**config.mk**
```make
export PLATFORM = sky130hd
export DESIGN_NAME = crt_io_seq
export DESIGN_NICKNAME = d
export VERILOG_FILES = /design/src/rtl/crt_io_pkg.sv /design/src/rtl/crt_io_stbtmr.sv /design/src/rtl/crt_io_seq.sv
export SDC_FILE = /design/constraint.sdc
export NUM_CORES = 1
export LEC_CHECK = 0
export ABC_CLOCK_PERIOD_IN_PS = 6850
export CAP_MARGIN = 30
export CORE_ASPECT_RATIO = 1.1
export CORE_MARGIN = 2
export CORE_UTILIZATION = 25
export DETAILED_ROUTE_END_ITERATION = 10
export SLEW_MARGIN = 0
export SYNTH_ARGS = -nofsm -noshare
export SYNTH_HDL_FRONTEND = slang
export SYNTH_HIERARCHICAL = 1
export SYNTH_SLANG_ARGS = --single-unit
export TNS_END_PERCENT = 5
```
**constraint.sdc**
```tcl
create_clock -name h_hclk -period 6.85 [get_ports h_hclk]
set_clock_uncertainty 0.2 [all_clocks]
set_input_delay 1.7125 -clock h_hclk [delete_from_list [all_inputs] [get_ports h_hclk]]
set_output_delay 1.7125 -clock h_hclk [all_outputs]
set_load 0.005 [all_outputs]
```
**src/rtl/crt_io_pkg.sv**
```systemverilog
// Shared types and constants for the CRT host I/O cycle sequencer.
// The state enum, timeout byte and counter sizing helper live here.
package crt_io_pkg;

   typedef enum logic [2:0] {
      IDLE,
      SETUP,
      STB,
      GAP,
      ACK
   } state_t;

   localparam logic [7:0] TIMEOUT_BYTE  = 8'hFF;
   localparam int         DEF_MIN_STB   = 2;
   localparam int         DEF_TO_CYCLES = 64;

   // Strobe counter only ever needs to reach TO_CYCLES-1.
   function automatic int cnt_width(input int to_cycles);
      return $clog2(to_cycles + 1);
   endfunction

endpackage

```
**src/rtl/crt_io_stbtmr.sv**
```systemverilog
// Strobe-width / timeout counter for one decoder sub-cycle.
// Counts strobe cycles while enabled; flags minimum width and timeout.
module crt_io_stbtmr
   import crt_io_pkg::*;
#(
   parameter int MIN_STB   = DEF_MIN_STB,
   parameter int TO_CYCLES = DEF_TO_CYCLES,
   parameter int CW        = cnt_width(DEF_TO_CYCLES)
) (
   input  logic h_hclk,
   input  logic h_reset_n,
   input  logic i_clear,
   input  logic i_enable,
   output logic o_min_met,
   output logic o_timed_out
);

   localparam logic [CW-1:0] MIN_LAST = CW'(MIN_STB - 1);
   localparam logic [CW-1:0] TO_LAST  = CW'(TO_CYCLES - 1);

   logic [CW-1:0] r_cnt;

   // r_cnt holds the number of strobe cycles already completed before the current one.
   always_ff @(posedge h_hclk or negedge h_reset_n) begin
      if (!h_reset_n) begin
         r_cnt <= '0;
      end else if (i_clear) begin
         r_cnt <= '0;
      end else if (i_enable && (r_cnt != TO_LAST)) begin
         r_cnt <= r_cnt + CW'(1);
      end
   end

   assign o_min_met   = (r_cnt >= MIN_LAST);
   assign o_timed_out = (r_cnt == TO_LAST);

endmodule

```
**src/rtl/crt_io_seq.sv**
```systemverilog
// Host I/O cycle sequencer: turns one host request into decoder strobe
// sub-cycles (split into index/data bytes for 16-bit) and returns an ack.
module crt_io_seq
   import crt_io_pkg::*;
#(
   parameter int SPLIT16   = 1,
   parameter int MIN_STB   = DEF_MIN_STB,
   parameter int TO_CYCLES = DEF_TO_CYCLES
) (
   input  logic        h_hclk,
   input  logic        h_reset_n,
   input  logic        io_req,
   input  logic        io_wr,
   input  logic        io_size16,
   input  logic [15:0] io_addr,
   input  logic [15:0] io_wdata,
   output logic        io_ack,
   output logic [15:0] io_rdata,
   output logic        io_timeout,
   output logic        d_iord,
   output logic        d_iowr,
   output logic        d_io_8,
   output logic        d_io_16,
   output logic [15:0] d_io_addr,
   output logic [15:0] d_io_dbus,
   input  logic        d_ready_n,
   input  logic [15:0] d_rdata,
   output logic        busy
);

   localparam int CW = cnt_width(TO_CYCLES);

   state_t      r_state;
   state_t      w_next;
   logic        r_wr;
   logic        r_size16;
   logic        r_second;
   logic        r_to;
   logic [15:0] r_addr;
   logic [15:0] r_wdata;
   logic [15:0] r_rbuf;
   logic [15:0] r_rdata;
   logic        w_min_met;
   logic        w_timed_out;
   logic        w_ready;
   logic        w_done;
   logic        w_pass16;
   logic        w_split_acc;
   logic        w_in_seq;
   logic [7:0]  w_byte;
   logic [7:0]  w_cur;
   logic [15:0] w_rnext;

   crt_io_stbtmr #(
      .MIN_STB  (MIN_STB),
      .TO_CYCLES(TO_CYCLES),
      .CW       (CW)
   ) u_stbtmr (
      .h_hclk     (h_hclk),
      .h_reset_n  (h_reset_n),
      .i_clear    (r_state != STB),
      .i_enable   (r_state == STB),
      .o_min_met  (w_min_met),
      .o_timed_out(w_timed_out)
   );

   assign w_pass16    = (SPLIT16 == 0) && r_size16;
   assign w_split_acc = (SPLIT16 != 0) && r_size16;
   assign w_ready     = !d_ready_n && w_min_met;
   assign w_done      = w_ready || w_timed_out;
   // A sub-cycle that finishes without ready is by construction a timeout.
   assign w_byte      = w_ready ? d_rdata[7:0] : TIMEOUT_BYTE;

   always_comb begin
      w_rnext = r_rbuf;
      if (w_pass16) begin
         w_rnext = w_ready ? d_rdata : {TIMEOUT_BYTE, TIMEOUT_BYTE};
      end else if (r_second) begin
         w_rnext[15:8] = w_byte;
      end else begin
         w_rnext[7:0] = w_byte;
      end
   end

   always_comb begin
      w_next = r_state;
      case (r_state)
         IDLE:    if (io_req) w_next = SETUP;
         SETUP:   w_next = STB;
         STB:     if (w_done) w_next = (w_split_acc && !r_second) ? GAP : ACK;
         GAP:     w_next = STB;
         ACK:     w_next = IDLE;
         default: w_next = IDLE;
      endcase
   end

   // Request latch, byte assembly and the read-data register seen by the host.
   always_ff @(posedge h_hclk or negedge h_reset_n) begin
      if (!h_reset_n) begin
         r_state  <= IDLE;
         r_wr     <= 1'b0;
         r_size16 <= 1'b0;
         r_second <= 1'b0;
         r_to     <= 1'b0;
         r_addr   <= 16'h0;
         r_wdata  <= 16'h0;
         r_rbuf   <= 16'h0;
         r_rdata  <= 16'h0;
      end else begin
         r_state <= w_next;
         if (r_state == IDLE && io_req) begin
            r_wr     <= io_wr;
            r_size16 <= io_size16;
            r_addr   <= io_addr;
            r_wdata  <= io_wdata;
            r_second <= 1'b0;
            r_to     <= 1'b0;
            r_rbuf   <= 16'h0;
         end else if (r_state == STB && w_done) begin
            r_rbuf <= w_rnext;
            r_to   <= r_to | !w_ready;
            if (w_split_acc && !r_second) begin
               r_second <= 1'b1;
            end else if (!r_wr) begin
               r_rdata <= w_rnext;
            end
         end
      end
   end

   assign w_in_seq   = (r_state == SETUP) || (r_state == STB) || (r_state == GAP);
   assign w_cur      = r_second ? r_wdata[15:8] : r_wdata[7:0];
   assign busy       = (r_state != IDLE);
   assign io_ack     = (r_state == ACK);
   assign io_timeout = (r_state == ACK) && r_to;
   assign io_rdata   = r_rdata;
   assign d_iord     = (r_state == STB) && !r_wr;
   assign d_iowr     = (r_state == STB) && r_wr;
   assign d_io_8     = w_in_seq && !w_pass16;
   assign d_io_16    = w_in_seq && w_pass16;
   assign d_io_addr  = r_addr + {15'h0, r_second};
   assign d_io_dbus  = (SPLIT16 == 0) ? r_wdata : {w_cur, w_cur};

endmodule

```
==> results of run 1 <==
logic make-up (layout without fill, tap and decap cells):
| group | Yosys count | in the layout | synth area share [%] |
|---|---|---|---|
| fa+ha+maj | 4 | 4 | 1.28 |
| mux | 66 | 66 | 19.3 |
| flops | 78 | 78 | 49.8 |
| buf+inv | 41 | 131 | 5.43 |
| compound gates | 43 | 43 | 7.95 |
| other cells | 1 | 1 | 0.0957 |
| simple gates | 94 | 94 | 13.1 |
| xor+xnor | 14 | 14 | 3.13 |
report_power, final:
part	internal (mW)	switching, mW
clock	0.329	0.193
combinational	0.678	0.454
sequential	0.660	0.138
total	1.67	0.786
worst max-delay path, stage by stage:
cell	delay, ns
clkdlybuf4s50_1	0.46
and2b_1	0.27
o21ai_2	0.62
or4b_1	0.79
mux2_2	0.42
through the flow:
step	hold slack [ns]	power (mW)	util, %	area [um^2]	instances
after floorplan	0.268	1.45	-	3920	341
after detailed placement	0.289	1.96	32.6	5040	615
after global routing	0.324	2.63	34.7	5370	631
after CTS	0.303	2.50	34.7	5370	631
after global placement	0.282	1.92	32.4	5020	614
final	0.300	2.45	34.7	5370	631
registers in the layout, indices dropped and copies added (netlist names):
register,cells
r_addr,16
u_stbtmr/r_cnt,7
r_wdata,16
io_rdata,16
r_size16,1
r_state,3
r_wr,1
r_to,1
r_second,1
r_rbuf,16
final timing paths:
path,to,slack [ns],cells after the start
worst min-delay path,r_wdata[9],0.30,1
worst max-delay path,io_rdata[3],2.59,5
min in group asynchronous,r_wdata[6],1.05,1
max in group asynchronous,r_rbuf[3],4.81,2
worst min register to register,r_wdata[9],0.30,1
worst max register to register,io_rdata[3],3.41,7
per-layer routing:
| metal | up-vias | track usage (%) | wire [um] |
|---|---|---|---|
| li1 | 1370 | - | - |
| met1 | 1421 | 15.1 | 4010 |
| met2 | 92 | 19.1 | 4670 |
| met3 | 15 | 2.69 | 557 |
| met4 | 0 | 6.63 | 250 |
| met5 | - | 0 | 0 |
area by class of cell:
cell class              count  area (um^2)  area share (%)
repair buffers            102         1030            19.2
clock buffers              11          243            4.52
flip-flops and latches     78         1950            36.3
multi-input cells         222         1760            32.7
well taps                 200          250            4.66
clock inverters             5         82.6            1.54
inverters                  13         53.8            1.00
layout by cell type (no fill, tap or decap), types with 4 or more instances in the layout:
master           Yosys  routed
inv_1               12      12
clkbuf_16            0       9
dfrtp_1             78      78
o21ai_0              5       5
a21oi_1             11      11
nand3_1             12      12
a31oi_1              5       5
nor3_1               8       8
nand2b_1             8       8
and3_1              15      15
ha_1                 4       4
clkdlybuf4s50_1      0      98
nand2_1              8       7
mux2i_1              8       8
nand4_1              4       4
xor2_1               5       5
mux2_2              52      52
nor2_1              21      21
mux2_4               6       6
a31o_2              12      12
xnor2_1              9       9
==> flow_summary.yaml, run 1 <==
placement:
  pre_cts_ws_ns: 2.14
  portBuffers: 99
  place_hpwl_mm: 6.56
  globalplace.congestion: 0.727
setup_path:
  crit_path_start_kind: "input port"
  reg2reg_from: "u_stbtmr/r_cnt[0]"
  startpoint: "d_ready_n"
  required_ns: 6.87
  worstPathArrival_ns: 4.28
  crit_path_end_kind: "flop"
  crit_type: "in -> reg"
  crit_path_max_fanout: 22
grt:
  antenna_found_initial: 0
  grt_pass1_vias: 2964
  grt.overflow.total: 0
  grt_usage_pct: 12.0
  grt_max_degree: 60
  grt_pass1_wl_mm: 15.3
timing:
  setup_violations: 0
  rsz0062_at_grt: "no"
  fmaxAchievable_mhz: 235
  period_share_pct: 62.2
  layout_min_cycle_time_ns: 4.26
  drv_slew: 0
  setup_slack_ns: 2.59
  relSlewSlack_pct: 41.6
  hold_viol_final: 0
  max_slew.worst_pin.slew_ns: 0.875
  setup_tns_ns: 0
clocking:
  cts_hold_buf: 0
  cts_setup_buffers: 0
  root_buffer: "clkbuf_16"
  clkTransAtPathRegs_ns: 0.06
  cts_tree: "built"
  clockBufferDepth: 2
  cts_sinks: 78
  cts_buffers: 9
  ctsResizeCount: 0
  clkLatencyLatePin_ns: 0.34
  htreeDepth: 3
floorplan:
  dieHeight_um: 135
  dieArea_mm2: 0.0167
  rows: 48
  initial_core_util_pct: 25.3
  core_area_mm2: 0.0155
  io_pins: 109
  die_x_um: 123
finish:
  diodes: 0
  area_growth_pct: 37.0
  fillers: 1568
  nets: 484
  drive_gt1_share_pct: 22.7
drt:
  drtAntennaViolNets: 0
  drt_iter0_drc: 197
  drc: 0
  firstDrtPassIters: 4
  wl_per_cell_um: 15.0
  viasPerCell: 4.59
  vias: 2898
  routed_wl_mm: 9.49
yosys:
  synth_cells: 341
  synth-edff-count: 0
  netlist_area_mm2: 0.00392
  ys_types: 47
  synth_common_cells: "78 x dfrtp_1, 52 x mux2_2, 21 x nor2_1, 15 x and3_1"
  synth-seq-cells: 78
  postSynthAreaPerCell_um2: 11.5
  yosys_warnings: 6
  syn_nets: 399
  synth_seq_area_share_pct: 49.8
  yosys.cell_count.top_type: "dfrtp_1"
  ys_top_cells_by_area: "dfrtp_1 50%, mux2_2 15%, a31o_2 2.7%, and3_1 2.4%, mux2_4 2.3%"
  yosysTopAreaCellShare_pct: 49.8
  ys.flop_type: "dfrtp_1"
  yosys.area.top_type: "dfrtp_1"
  async_flop_share_pct: 100
pwr:
  power_leakage_nw: 2.29
  p_per_area_mw_per_mm2: 457
  vdd_drop_max_mv: 0.306
status:
  status: "finished, final reports clean"
hold_path:
  hold_start: "r_wdata[9]"
  min_path_type: "reg -> reg"
run:
  drv_cap: 0
(Power assumes the default switching activity.)
==> run 2: changes to the inputs <==
--- a/config.mk
+++ b/config.mk
@@ -5,7 +5,7 @@
 export SDC_FILE = /design/constraint.sdc
 export NUM_CORES = 1
 export LEC_CHECK = 0
-export ABC_CLOCK_PERIOD_IN_PS = 6850
+export ABC_CLOCK_PERIOD_IN_PS = 4400
 export CAP_MARGIN = 30
 export CORE_ASPECT_RATIO = 1.1
 export CORE_MARGIN = 2
==> constraint.sdc (replaced) <==
create_clock -name h_hclk -period 4.4 [get_ports h_hclk]
set_clock_uncertainty 0.2 [all_clocks]
set_input_delay 1.1 -clock h_hclk [delete_from_list [all_inputs] [get_ports h_hclk]]
set_output_delay 1.1 -clock h_hclk [all_outputs]
set_load 0.005 [all_outputs]
==> run 2 against run 1 <==
Power rose by 54%. Clock power is 47% higher. Clock-buffer cell count unchanged. Worst hold slack improved by 0.00087 ns. Register-to-register slack got worse by 1.8 ns. Global-route usage about the same. Critical endpoint is now d_io_addr[10]. Largest cell class unchanged.
==> flow_summary.yaml, run 2 (synthesized netlist as in run 1, its figures left out) <==
finish:
  final_common_cell: "clkdlybuf4s50_1"
  seq_area_mm2: 0.00195
  area_growth_pct: 37.0
  mostFrequentLayoutCells: "98 x clkdlybuf4s50_1, 78 x dfrtp_1, 52 x mux2_2"
  nets: 486
  fillers: 1553
  diodes: 0
  drive_gt1_share_pct: 23.3
  multi_input_area_mm2: 0.00176
grt:
  grt_pass1_vias: 3045
  grt_usage_pct: 12.0
  grt_pass1_wl_mm: 15.4
  grt_max_degree: 56
  antenna_found_initial: 0
  grt.overflow.total: 0
pwr:
  intPower_mw: 2.56
  vdd_drop_max_mv: 0.335
  clockPowerShare_pct: 20.4
  seqPwrFrac_pct: 32.9
  power_leakage_nw: 2.30
  power_switching_mw: 1.23
  p_per_area_mw_per_mm2: 705
  comb_power_share_pct: 46.7
  switching_share_pct: 32.4
  power_mw: 3.78
timing:
  rsz0062_at_grt: "no"
  drv_slew: 0
  hold_viol_final: 0
  holdWs_ns: 0.301
  period_share_pct: 82.6
  layout_min_cycle_time_ns: 3.63
  relSlewSlack_pct: 57.6
  setup_tns_ns: 0
  fmaxAchievable_mhz: 275
  max_slew.worst_pin.slew_ns: 0.636
  setup_violations: 0
drt:
  drc: 0
  routed_wl_mm: 9.54
  firstDrtPassIters: 4
  drt_iter0_drc: 127
  vias: 2916
  drtAntennaViolNets: 0
  viasPerCell: 4.61
  wl_per_cell_um: 15.1
placement:
  place_hpwl_mm: 6.73
  portBuffers: 99
  globalplace.congestion: 0.728
floorplan:
  dieHeight_um: 135
  rows: 48
  initial_core_util_pct: 25.3
  core_area_mm2: 0.0155
  die_x_um: 123
  dieArea_mm2: 0.0167
  io_pins: 109
clocking:
  root_buffer: "clkbuf_16"
  cts_setup_buffers: 0
  cts_hold_buf: 0
  htreeDepth: 3
  clockBufferDepth: 2
  cts_sinks: 78
  clkLatencyLatePin_ns: 0.34
  clkTransAtPathRegs_ns: 0.06
  cts_tree: "built"
  cts_buffers: 9
  ctsResizeCount: 0
setup_path:
  crit_path_start_kind: "flop"
  startpoint: "r_second"
  required_ns: 3.10
  crit_path_max_fanout: 4
  reg2reg_from: "u_stbtmr/r_cnt[0]"
  crit_type: "reg -> out"
  worstPathArrival_ns: 2.33
  reg2regPathDepth: 7
  crit_path_end_kind: "primary output"
run:
  drv_cap: 0
hold_path:
  min_path_type: "reg -> reg"
  hold_depth: 2
  hold_start: "r_rbuf[15]"
status:
  status: "finished, final reports clean"
[run 2: changes by cell type in the layout (fill, tap and decap cells not counted), sizes merged]
cell,before,now
bufinv,2,1
buf,4,6
clkinv,1,2
[run 2: final cells by class]
type                    count  area share [%]
clock buffers              11            4.71
clock inverters             5            1.07
inverters                  13            1.00
multi-input cells         222            32.7
flip-flops and latches     78            36.3
well taps                 200            4.66
repair buffers            104            19.5
[run 2: power by group through the flow]
stage / Clock (mW) / Combinational, mW / Sequential, mW
detailed placement: 0 / 1.79 / 1.26
floorplan: 0 / 1.05 / 1.21
global placement: 0 / 1.75 / 1.24
CTS: 0.799 / 1.81 / 1.25
global route: 0.838 / 1.94 / 1.29
finish: 0.771 / 1.77 / 1.24
[run 2: path summary, 6_finish.rpt]
kind	end	slack, ns
min in group asynchronous	r_wdata[14]	0.47
hold reg to reg	r_rbuf[15]	0.30
setup / recovery	d_io_addr[10]	0.77
max in group asynchronous	r_addr[4]	2.94
setup reg to reg	io_rdata[11]	1.60
hold / removal	r_rbuf[15]	0.30
[run 2: per-layer routing]
layer  wire length, um  GRT usage [%]  share of wire [%]
met4               277           6.82                2.9
met2              4740           19.9                 50
met5                 0              0                  0
met3               459           2.23                4.8
met1              4060           14.5                 43
[run 2: worst max-delay path: stages, from the launching register on]
cell and delay (ns):
dfrtp_1 0.37, ha_1 0.19, ha_1 0.21, nand2_1 0.09
nor2_1 0.27, nand4_1 0.17, xnor2_1 0.17, clkdlybuf4s50_1 0.52
[run 2: through the flow]
| stage | instance area [um^2] | setup slack, ns | cells | util [%] |
|---|---|---|---|---|
| 6_report | 5370 | 0.768 | 633 | 34.7 |
| 5_1_grt | 5370 | 0.618 | 633 | 34.7 |
| 4_1_cts | 5370 | 0.725 | 633 | 34.7 |
| 3_5_place_dp | 5060 | 0.822 | 617 | 32.7 |
| 3_3_place_gp | 5030 | 0.856 | 616 | 32.5 |
| 2_1_floorplan | 3920 | 1.35 | 341 | - |
==> RTL change (flow settings as in run 1) <==
Make the reset (`h_reset_n`) synchronous in 2 clocked blocks.
--- a/src/rtl/crt_io_stbtmr.sv
+++ b/src/rtl/crt_io_stbtmr.sv
@@ -21,7 +21,7 @@
    logic [CW-1:0] r_cnt;
 
    // r_cnt holds the number of strobe cycles already completed before the current one.
-   always_ff @(posedge h_hclk or negedge h_reset_n) begin
+   always_ff @(posedge h_hclk) begin
       if (!h_reset_n) begin
          r_cnt <= '0;
       end else if (i_clear) begin
--- a/src/rtl/crt_io_seq.sv
+++ b/src/rtl/crt_io_seq.sv
@@ -95,7 +95,7 @@
    end
 
    // Request latch, byte assembly and the read-data register seen by the host.
-   always_ff @(posedge h_hclk or negedge h_reset_n) begin
+   always_ff @(posedge h_hclk) begin
       if (!h_reset_n) begin
          r_state  <= IDLE;
          r_wr     <= 1'b0;
Function: differs if h_reset_n is asserted again (counterexample within 4 cycles, from zero or initial values and one cycle with h_reset_n low); with h_reset_n held inactive, the same outputs for 10 cycles.
==> RTL change against run 1 <==
  * Wire length is 3.6% higher
  * Final area decreased by 4.6%
  * Setup slack got worse by 0.077 ns
  * Cell count rose by 16%
  * Register-to-register slack better by 0.71 ns
  * Synthesized cell count is 34% higher
  * Sequential cell count did not move
  * Hold slack got worse by 0.038 ns
  * Non-clock buffer count is 2 higher
  * Synthesized area decreased by 4.1%
  * Global-route usage grew 0.44 points
Power is not compared: it rests on default switching activity, and its combinational part moved more than twofold at a synthesized area within 25%.
==> RTL change: results (changes against run 1) <==
| Metric | Value |
|---|---|
| Layout net count | 594 (+23%) |
| Worst Path Max Fanout | 5 (-77%) |
| Vias in the first global route | 3,197 (+7.9%) |
| Clk Latency, worst-skew pair | 0.34 ns (about the same) |
| Fillers | 1,508 (-3.8%) |
| # diodes | 0 (unchanged) |
| Max-slew headroom | 0.5267 (+0.1102) |
| Post-CTS setup buffers | 0 (unchanged) |
| CTS root buf | clkbuf_16 |
| IO Port Bufs | 99 (unchanged) |
| Hold Path Class | reg2reg |
| Via/cell ratio | 4.586 (-0.14%) |
| Post-cts resize count | 0 (unchanged) |
| Switch Pwr | 271.7 uW |
| Outcome | completed |
| Largest net degree at the start of global routing | 46 (-23%) |
| CP arrival | 2.42 ns (-1.86 ns) |
| First-pass detailed-route iteration total | 4 (unchanged) |
| First-pass GRT wire length | 15.93 mm (+4.1%) |
| Sequential area share after synthesis | 0.4152 (-0.08276) |
| Syn_nets | 516 (+29%) |
| Most used DFF post-synth | dfxtp_1 |
| Synth top area cells | dfxtp_1, nand2_1, a21boi_0, o21ai_0, a211oi_1 |
| Async SR Flop Fraction | 0 (-1.000) |
| Num CTS Buffers | 9 (unchanged) |
| DP Wirelength | 6.887 mm (+5.0%) |
| Post-Route WL | 9.832 mm (+3.6%) |
| Unique cell type count in the Yosys netlist | 49 (+4.3%) |
| Clk slew on worst S/H paths | 0.06 ns (about the same) |
| Initial antenna violation count | 0 (unchanged) |
| Initial DRC count | 158 (-20%) |
| Total track usage | 0.1248 (+0.004362) |
| Top cells by count, synth | nand2_1, dfxtp_1, a21boi_0 |
| Layout cells sized above 1 | 0.07607 (-0.1513) |
| Post-DRT Antenna Nets | 0 (unchanged) |
| Max H-tree Level | 3 (unchanged) |
| Placer Congestion | 0.7778 (+7.0%) |
| Yosys Warn Count | 6 (unchanged) |
## RTL change: cell types whose count changed after synthesis, sizes merged, moves of 28 or more
cell	run 1	this run
o21ai	6	34
nand2	9	109
mux2	58	9
a21boi	0	35
dfrtp	78	0
dfxtp	0	78
## RTL change: path summary, 6_finish.rpt
check	depth (start not counted)	start	slack (ns)	end
min	2	r_wdata[9]	0.26	r_wdata[9]
min reg2reg	2	r_wdata[9]	0.26	r_wdata[9]
max reg2reg	8	u_stbtmr/r_cnt[0]	4.12	io_rdata[4]
max	7	r_addr[0]	2.52	d_io_addr[8]
## RTL change: layout make-up
cell class                 count  area share
multi-input combinational    337      0.3851
timing repair buffer         104      0.2022
tap                          196     0.04786
inverter                       5    0.003663
clock buffer                   9     0.04396
clock inverter                 6     0.01245
sequential                    78      0.3048
## RTL change: power by group through the flow
stage | Combinational, mW | Clock [mW] | Sequential (mW)
2_1_floorplan | 0.0698 | 0 | 0.491
3_3_place_gp | 0.139 | 0 | 0.494
3_5_place_dp | 0.141 | 0 | 0.495
4_1_cts | 0.142 | 0.485 | 0.485
5_1_grt | 0.154 | 0.507 | 0.487
6_report | 0.139 | 0.473 | 0.485
## RTL change: logic make-up (layout without fill, tap and decap cells)
logic type / after synthesis / in the layout / share of synthesized area
compound gates: 110 / 110 / 0.1969
xor+xnor: 14 / 14 / 0.03260
fa+ha+maj: 5 / 5 / 0.01663
buf+inv: 42 / 124 / 0.06021
flops: 78 / 78 / 0.4152
mux: 10 / 10 / 0.03061
other cells: 1 / 1 / 0.0009970
simple gates: 197 / 197 / 0.2468
## RTL change: through the flow
step	total power [mW]	instance area, um^2	std cells	setup slack [ns]	hold WS (ns)
final	1.098	5124	735	2.515	0.2624
after global routing	1.148	5124	735	2.357	0.2781
after CTS	1.111	5124	735	2.510	0.2638
after detailed placement	0.6358	4835	720	2.657	0.2482
after global placement	0.6323	4815	719	2.699	0.2450
after floorplan	0.5610	3761	457	3.485	0.2286
## RTL change: routing by layer
metal,track usage,part of all wire
met1,0.1644,0.46
met2,0.1948,0.46
met3,0.03362,0.058
met4,0.04587,0.015
met5,0,0
## RTL change: critical path, stage by stage, from the launching register on
cell	delay, ns
dfxtp_1	0.35
ha_1	0.22
ha_1	0.21
and3_1	0.20
and3_1	0.29
nand3_1	0.12
xnor2_1	0.17
clkdlybuf4s50_1	0.52
